`config.mk`:
```
export PLATFORM = sky130hd
export DESIGN_NAME = result_uart_reporter
export DESIGN_NICKNAME = d
export VERILOG_FILES = /design/src/rtl/result_uart_reporter.sv
export SDC_FILE = /design/constraint.sdc
export NUM_CORES = 1
export LEC_CHECK = 0
export CAP_MARGIN = 10
export CORE_MARGIN = 3
export CORE_UTILIZATION = 42
export CTS_CLUSTER_DIAMETER = 120
export DETAILED_ROUTE_END_ITERATION = 8
export GPL_ROUTABILITY_DRIVEN = 1
export GPL_TIMING_DRIVEN = 0
export PLACE_DENSITY = 0.71
export SLEW_MARGIN = 15
export SYNTH_ARGS = -nofsm -noshare
export SYNTH_HDL_FRONTEND = slang
export SYNTH_SLANG_ARGS = --single-unit
```
`constraint.sdc`:
```
create_clock -name clk -period 5.3 [get_ports clk]
set_input_delay 0.53 -clock clk [delete_from_list [all_inputs] [get_ports clk]]
set_output_delay 0.53 -clock clk [all_outputs]
set_load 0.1 [all_outputs]
```
`src/rtl/result_uart_reporter.sv`:
```
// Sends one 6-byte 8N1 summary frame (header, three tallies, winner/tie, XOR checksum)
// when the voting machine enters its result phase or a resend is requested.
module result_uart_reporter #(
  parameter int unsigned CLKS_PER_BIT = 434,
  parameter logic [7:0]  HEADER       = 8'hA5
) (
  input  logic       clk,
  input  logic       reset_n,
  input  logic [7:0] count_a,
  input  logic [7:0] count_b,
  input  logic [7:0] count_c,
  input  logic [1:0] winner,
  input  logic       tie_flag,
  input  logic       resend,
  output logic       tx,
  output logic       tx_busy,
  output logic       frame_done
);

  localparam int unsigned   CW      = $clog2(CLKS_PER_BIT);
  localparam logic [CW-1:0] CNT_MAX = CW'(CLKS_PER_BIT - 1);

  typedef enum logic [1:0] {IDLE, START, DATA, STOP} state_e;

  state_e          state_q, state_d;
  logic [CW-1:0]   cnt_q, cnt_d;
  logic [2:0]      bit_q, bit_d;
  logic [2:0]      byte_q, byte_d;
  logic [5:0][7:0] frame_q, frame_d;
  logic [1:0]      prev_winner_q;
  logic            busy_q, busy_d;
  logic            done_q, done_d;
  logic            trigger, bit_end;
  logic [7:0]      info, cur_byte;

  assign info     = {tie_flag, 5'b0, winner};
  assign trigger  = (winner != 2'b11) && ((prev_winner_q == 2'b11) || resend);
  assign bit_end  = (cnt_q == CNT_MAX);
  assign cur_byte = frame_q[byte_q];

  always_ff @(posedge clk) begin
    if (!reset_n) begin
      state_q       <= IDLE;
      cnt_q         <= '0;
      bit_q         <= '0;
      byte_q        <= '0;
      frame_q       <= '0;
      prev_winner_q <= 2'b11;
      busy_q        <= 1'b0;
      done_q        <= 1'b0;
    end else begin
      state_q       <= state_d;
      cnt_q         <= cnt_d;
      bit_q         <= bit_d;
      byte_q        <= byte_d;
      frame_q       <= frame_d;
      prev_winner_q <= winner;
      busy_q        <= busy_d;
      done_q        <= done_d;
    end
  end

  always_comb begin
    state_d = state_q;
    cnt_d   = cnt_q;
    bit_d   = bit_q;
    byte_d  = byte_q;
    frame_d = frame_q;
    busy_d  = busy_q;
    done_d  = 1'b0;
    if (state_q != IDLE) cnt_d = bit_end ? '0 : cnt_q + 1'b1;
    unique case (state_q)
      IDLE: begin
        // Snapshot the whole frame so later input changes cannot leak into it.
        if (trigger) begin
          frame_d = {count_a ^ count_b ^ count_c ^ info, info,
                     count_c, count_b, count_a, HEADER};
          busy_d  = 1'b1;
          state_d = START;
          cnt_d   = '0;
          bit_d   = '0;
          byte_d  = '0;
        end
      end
      START: begin
        if (bit_end) begin
          state_d = DATA;
          bit_d   = '0;
        end
      end
      DATA: begin
        if (bit_end) begin
          if (bit_q == 3'd7) state_d = STOP;
          else               bit_d   = bit_q + 3'd1;
        end
      end
      STOP: begin
        if (bit_end) begin
          if (byte_q < 3'd5) begin
            byte_d  = byte_q + 3'd1;
            state_d = START;
          end else begin
            state_d = IDLE;
            busy_d  = 1'b0;
            done_d  = 1'b1;
          end
        end
      end
      default: state_d = IDLE;
    endcase
  end

  always_comb begin
    tx = 1'b1;
    unique case (state_q)
      START:   tx = 1'b0;
      DATA:    tx = cur_byte[bit_q];
      default: tx = 1'b1;
    endcase
  end

  assign tx_busy    = busy_q;
  assign frame_done = done_q;

endmodule

```
==> out/summary.txt, run 1 <==
SYNTHESIS
----------------------------------------------------------------------------------------
Synth unique cells                                                                    48
Largest cells by area after synthesis                                       sky130_fd_sc_hd__dfxtp_1, sky130_fd_sc_hd__nand2_1, sky130_fd_sc_hd__a21boi_0
Nets in the synthesized netlist                                                      401
Gate count after technology mapping                                                  362
Post-synthesis simple-gate area fraction                                           21.8%
Biggest area consumer among synthesized cells                               sky130_fd_sc_hd__dfxtp_1
Share of flip-flops with an asynchronous set or reset after synthesis                 0%
Sequential element share of the synthesized area                                   37.3%
Adder and majority cell fraction of the synthesized area                           3.68%
Multiplexer share of the synthesized area                                          6.29%
Largest family of logic cells by synthesized area                           simple AND/OR/NAND/NOR gates
Number of synthesized register bits                                                   57
Area fraction of the dominant cell type after synthesis                            37.3%
Number of synthesized flops with an enable pin                                         0
Flip-flop cell with the highest count after synthesis                       sky130_fd_sc_hd__dfxtp_1
Share of the synthesized area in compound gates (AO/OA/AOI/OAI)                    21.1%
Syn_area_per_cell                                                             8.46 sq um
Parity-gate share of the synthesized area counting xor and xnor cells              5.72%
Synthesis Warnings                                                                     0
Mapped Area                                                                   3060 sq um

STA
----------------------------------------------------------------------------------------
Final worst path period share                                                      72.7%
Final Hold Viols                                                                       0
Timing-limited maximum frequency                                               0.259 GHz
Final critical-path setup slack                                                  1450 ps
Final setup violation count                                                            0
Sum of negative setup slack                                                         0 ps
Final critical path time including I/O delays and setup                          3850 ps
Worst-margin pin slew                                                             978 ps
Post-route clock skew                                                            4.39 ps
Unrepaired setup endpoints after global routing                                    false
Worst relative slew slack                                                          34.6%
Number of max-slew violations in the final report                                      0

GLOBAL ROUTE
----------------------------------------------------------------------------------------
Overall fraction of global-route tracks in use                                     19.1%
Via count of the first global-routing pass                                          2695
Antenna violations before repair                                                       0
Overflow after GRT                                                                     0
First-pass GRT wire length                                                  12700 microns
Largest net degree at the start of global routing                                     11

CRITICAL PATH
----------------------------------------------------------------------------------------
Highest net fanout along the worst path                                               10
Critical path endpoint category                                               output pin
Data required time at the worst endpoint                                         4770 ps
Slowest cell delay on critical path                                              1140 ps
Critical path startpoint category                                              flip-flop
Cell chain of the critical path                                             clkbuf_1, buf_2, mux2i_1, o32ai_1, o22ai_1, o2111ai_1, o221a_1, clkdlybuf4s50_1
First element of the critical path                                             byte_q[1]
Classification of the worst setup path                                        reg -> out
Worst endpoint data arrival time                                                 3320 ps
Crit-path slowest cell                                                      sky130_fd_sc_hd__clkdlybuf4s50_1
Worst flop-to-flop path startpoint                                            state_q[0]

CTS
----------------------------------------------------------------------------------------
Cell chosen for the clock root                                              sky130_fd_sc_hd__clkbuf_8
Clock-pin slew of the registers on the worst-case setup and hold paths             60 ps
Number of clock buffers inserted by TritonCTS                                          9
Post-cts gate resize count                                                             0
TritonCTS clock tree                                                                 yes
Later-pin clock latency in the skew report                                        340 ps
Number of levels in the clock H-tree                                                   3
Setup Fix Bufs, Post-CTS                                                               0
Clock sink count                                                                      57
Number of buffers added to fix hold violations after cts                               0
CTS Buffer Depth                                                                       2

DRT
----------------------------------------------------------------------------------------
Number of vias per cell                                                             5.31
Via count                                                                           2670
Total Wirelength                                                            7510 microns
Detail Route Antenna Nets                                                              0
Drt first-iter violations                                                            186
Number of search-and-repair iterations in the first detailed-routing pass              4
Detailed-route DRC error count                                                         0
Avg WL per Cell                                                             14.9 microns

FINISH
----------------------------------------------------------------------------------------
Share of post-route cells with drive strength above 1                              5.16%
Area used by multi-input combinational logic                                  1790 sq um
Total of fill cells in the finished design                                           654
N_diodes                                                                               0
Register area                                                                 1140 sq um
Most frequent standard cell in the layout excluding fill and tap cells      sky130_fd_sc_hd__nand2_1
Layout area overhead                                                               19.4%
Net count of the finished layout                                                     443
Commonest cells after routing, fill and taps aside                          sky130_fd_sc_hd__nand2_1, sky130_fd_sc_hd__dfxtp_1, sky130_fd_sc_hd__a21boi_0

POWER AND IR DROP
----------------------------------------------------------------------------------------
Power density relative to cell area                                          418 nW/um^2
Total power consumption of the routed design                                     1.53 mW
Max VDD drop                                                                  0.000200 V
Leakage                                                                          1.32 nW

DIE
----------------------------------------------------------------------------------------
Area of the placeable core                                                    6940 sq um
Y dimension of the die                                                      91.4 microns
Initial Util                                                                       44.1%
Die ar.                                                                       8350 sq um
I/O pin count                                                                         33
Cell row count                                                                        30
Width of the chip                                                           91.4 microns

RUN
----------------------------------------------------------------------------------------
Max-capacitance violation count                                                        0

OUTCOME
----------------------------------------------------------------------------------------
Result of the run                                                           complete, no violations

MIN PATH
----------------------------------------------------------------------------------------
Launch point of the worst hold path                                          frame_q[44]
Class of the tightest hold or removal check                                   reg -> reg

PLACED DESIGN
----------------------------------------------------------------------------------------
Number of port buffers                                                                31
Placed wire-length estimate                                                 5530 microns
Setup Slack @ Placement                                                          1840 ps
Routability Congestion                                                             0.852

-- cell families (layout without fill, tap and decap cells) --
kind of cell / Yosys count / count (layout)
buf+inv: 31 / 76
xor+xnor: 20 / 20
flops: 57 / 57
compound gates: 87 / 87
fa+ha+maj: 9 / 9
mux: 18 / 18
simple gates: 140 / 140
-- through the flow --
stage                     instance area [sq um]  utilization (%)  instances  hold WS, ps
after floorplan                            3060                -        362          439
after global placement                     3490             50.3        489          449
after detailed placement                   3490             50.3        489          459
after CTS                                  3650             52.6        503          466
after global routing                       3650             52.6        503          486
final                                      3650             52.6        503          464
-- state kept, by name, indices dropped and copies added, names as in the netlist --
register	flops
frame_q	36
cnt_q	9
bit_q	3
byte_q	3
prev_winner_q	2
state_q	2
frame_done	1
tx_busy	1
-- Yosys cell counts (2+ instances only) --
cell type	count
sky130_fd_sc_hd__a211o_1	2
sky130_fd_sc_hd__a21boi_0	37
sky130_fd_sc_hd__a21o_1	2
sky130_fd_sc_hd__a21oi_1	8
sky130_fd_sc_hd__and2_1	4
sky130_fd_sc_hd__and3_1	6
sky130_fd_sc_hd__and4_1	2
sky130_fd_sc_hd__buf_2	3
sky130_fd_sc_hd__clkbuf_1	18
sky130_fd_sc_hd__dfxtp_1	57
sky130_fd_sc_hd__ha_1	9
sky130_fd_sc_hd__inv_1	9
sky130_fd_sc_hd__mux2i_1	17
sky130_fd_sc_hd__nand2_1	78
sky130_fd_sc_hd__nand2b_1	9
sky130_fd_sc_hd__nand3_1	6
sky130_fd_sc_hd__nand3b_1	3
sky130_fd_sc_hd__nor2_1	11
sky130_fd_sc_hd__nor2b_1	8
sky130_fd_sc_hd__nor3_1	7
sky130_fd_sc_hd__nor3b_1	3
sky130_fd_sc_hd__o211a_1	3
sky130_fd_sc_hd__o21ai_0	11
sky130_fd_sc_hd__o221ai_1	4
sky130_fd_sc_hd__o22ai_1	2
sky130_fd_sc_hd__o31ai_1	2
sky130_fd_sc_hd__xnor2_1	20
-- worst max-delay path, delay by kind of cell, from the launching register on --
kind	cells	cell delay [ps]
buffers and inverters	3	1780
AOI/OAI and AO/OA	4	770
DFF	1	330
muxes	1	110
-- report_power, final --
| group | switching [mW] | internal [mW] | total [mW] | leakage (nW) |
|---|---|---|---|---|
| Clock | 0.158 | 0.190 | 0.348 | 0.0826 |
| Sequential | 0.0535 | 0.510 | 0.564 | 0.467 |
| Combinational | 0.391 | 0.225 | 0.616 | 0.765 |
| Total | 0.602 | 0.925 | 1.53 | 1.32 |
-- metal layers --
metal	routed length [microns]	global-route usage (%)
met1	3320	22.8
met2	3730	32.1
met3	301	5.88
met4	162	7.04
met5	0	0
-- layout make-up --
class                   instances  area share [%]
multi-input cells             274            49.1
flip-flops and latches         57            31.2
repair buffers                 31            8.49
clock buffers                  14            4.45
well taps                      96            3.29
plain buffers                  22            2.57
inverters                       9           0.924
-- worst paths after layout --
check	slack, ps	cells after the start	to
worst min-delay path	460	2	frame_q[44]
worst max-delay path	1450	8	tx
worst min register to register	460	2	frame_q[44]
worst max register to register	2840	8	frame_q[32]
(Power assumes the default switching activity.)
==> run 2, diff against run 1 <==
==> constraint.sdc (replaced) <==
create_clock -name clk -period 3.9 [get_ports clk]
set_input_delay 0.39 -clock clk [delete_from_list [all_inputs] [get_ports clk]]
set_output_delay 0.39 -clock clk [all_outputs]
set_load 0.1 [all_outputs]
==> results of run 2 <==
The final DEF is identical to that of run 1. Status: complete, no violations.
Main changes from that run: setup slack after placement 1840 ps -> 582 ps; setup slack after layout 1450 ps -> 186 ps; hold slack 464 ps -> 451 ps; register-to-register setup slack 2840 ps -> 1440 ps; end point of the worst hold path frame_q[44] -> frame_q[20]; total power 1.53 mW -> 2.08 mW; worst IR drop on VDD 0.000200 V -> 0.000271 V
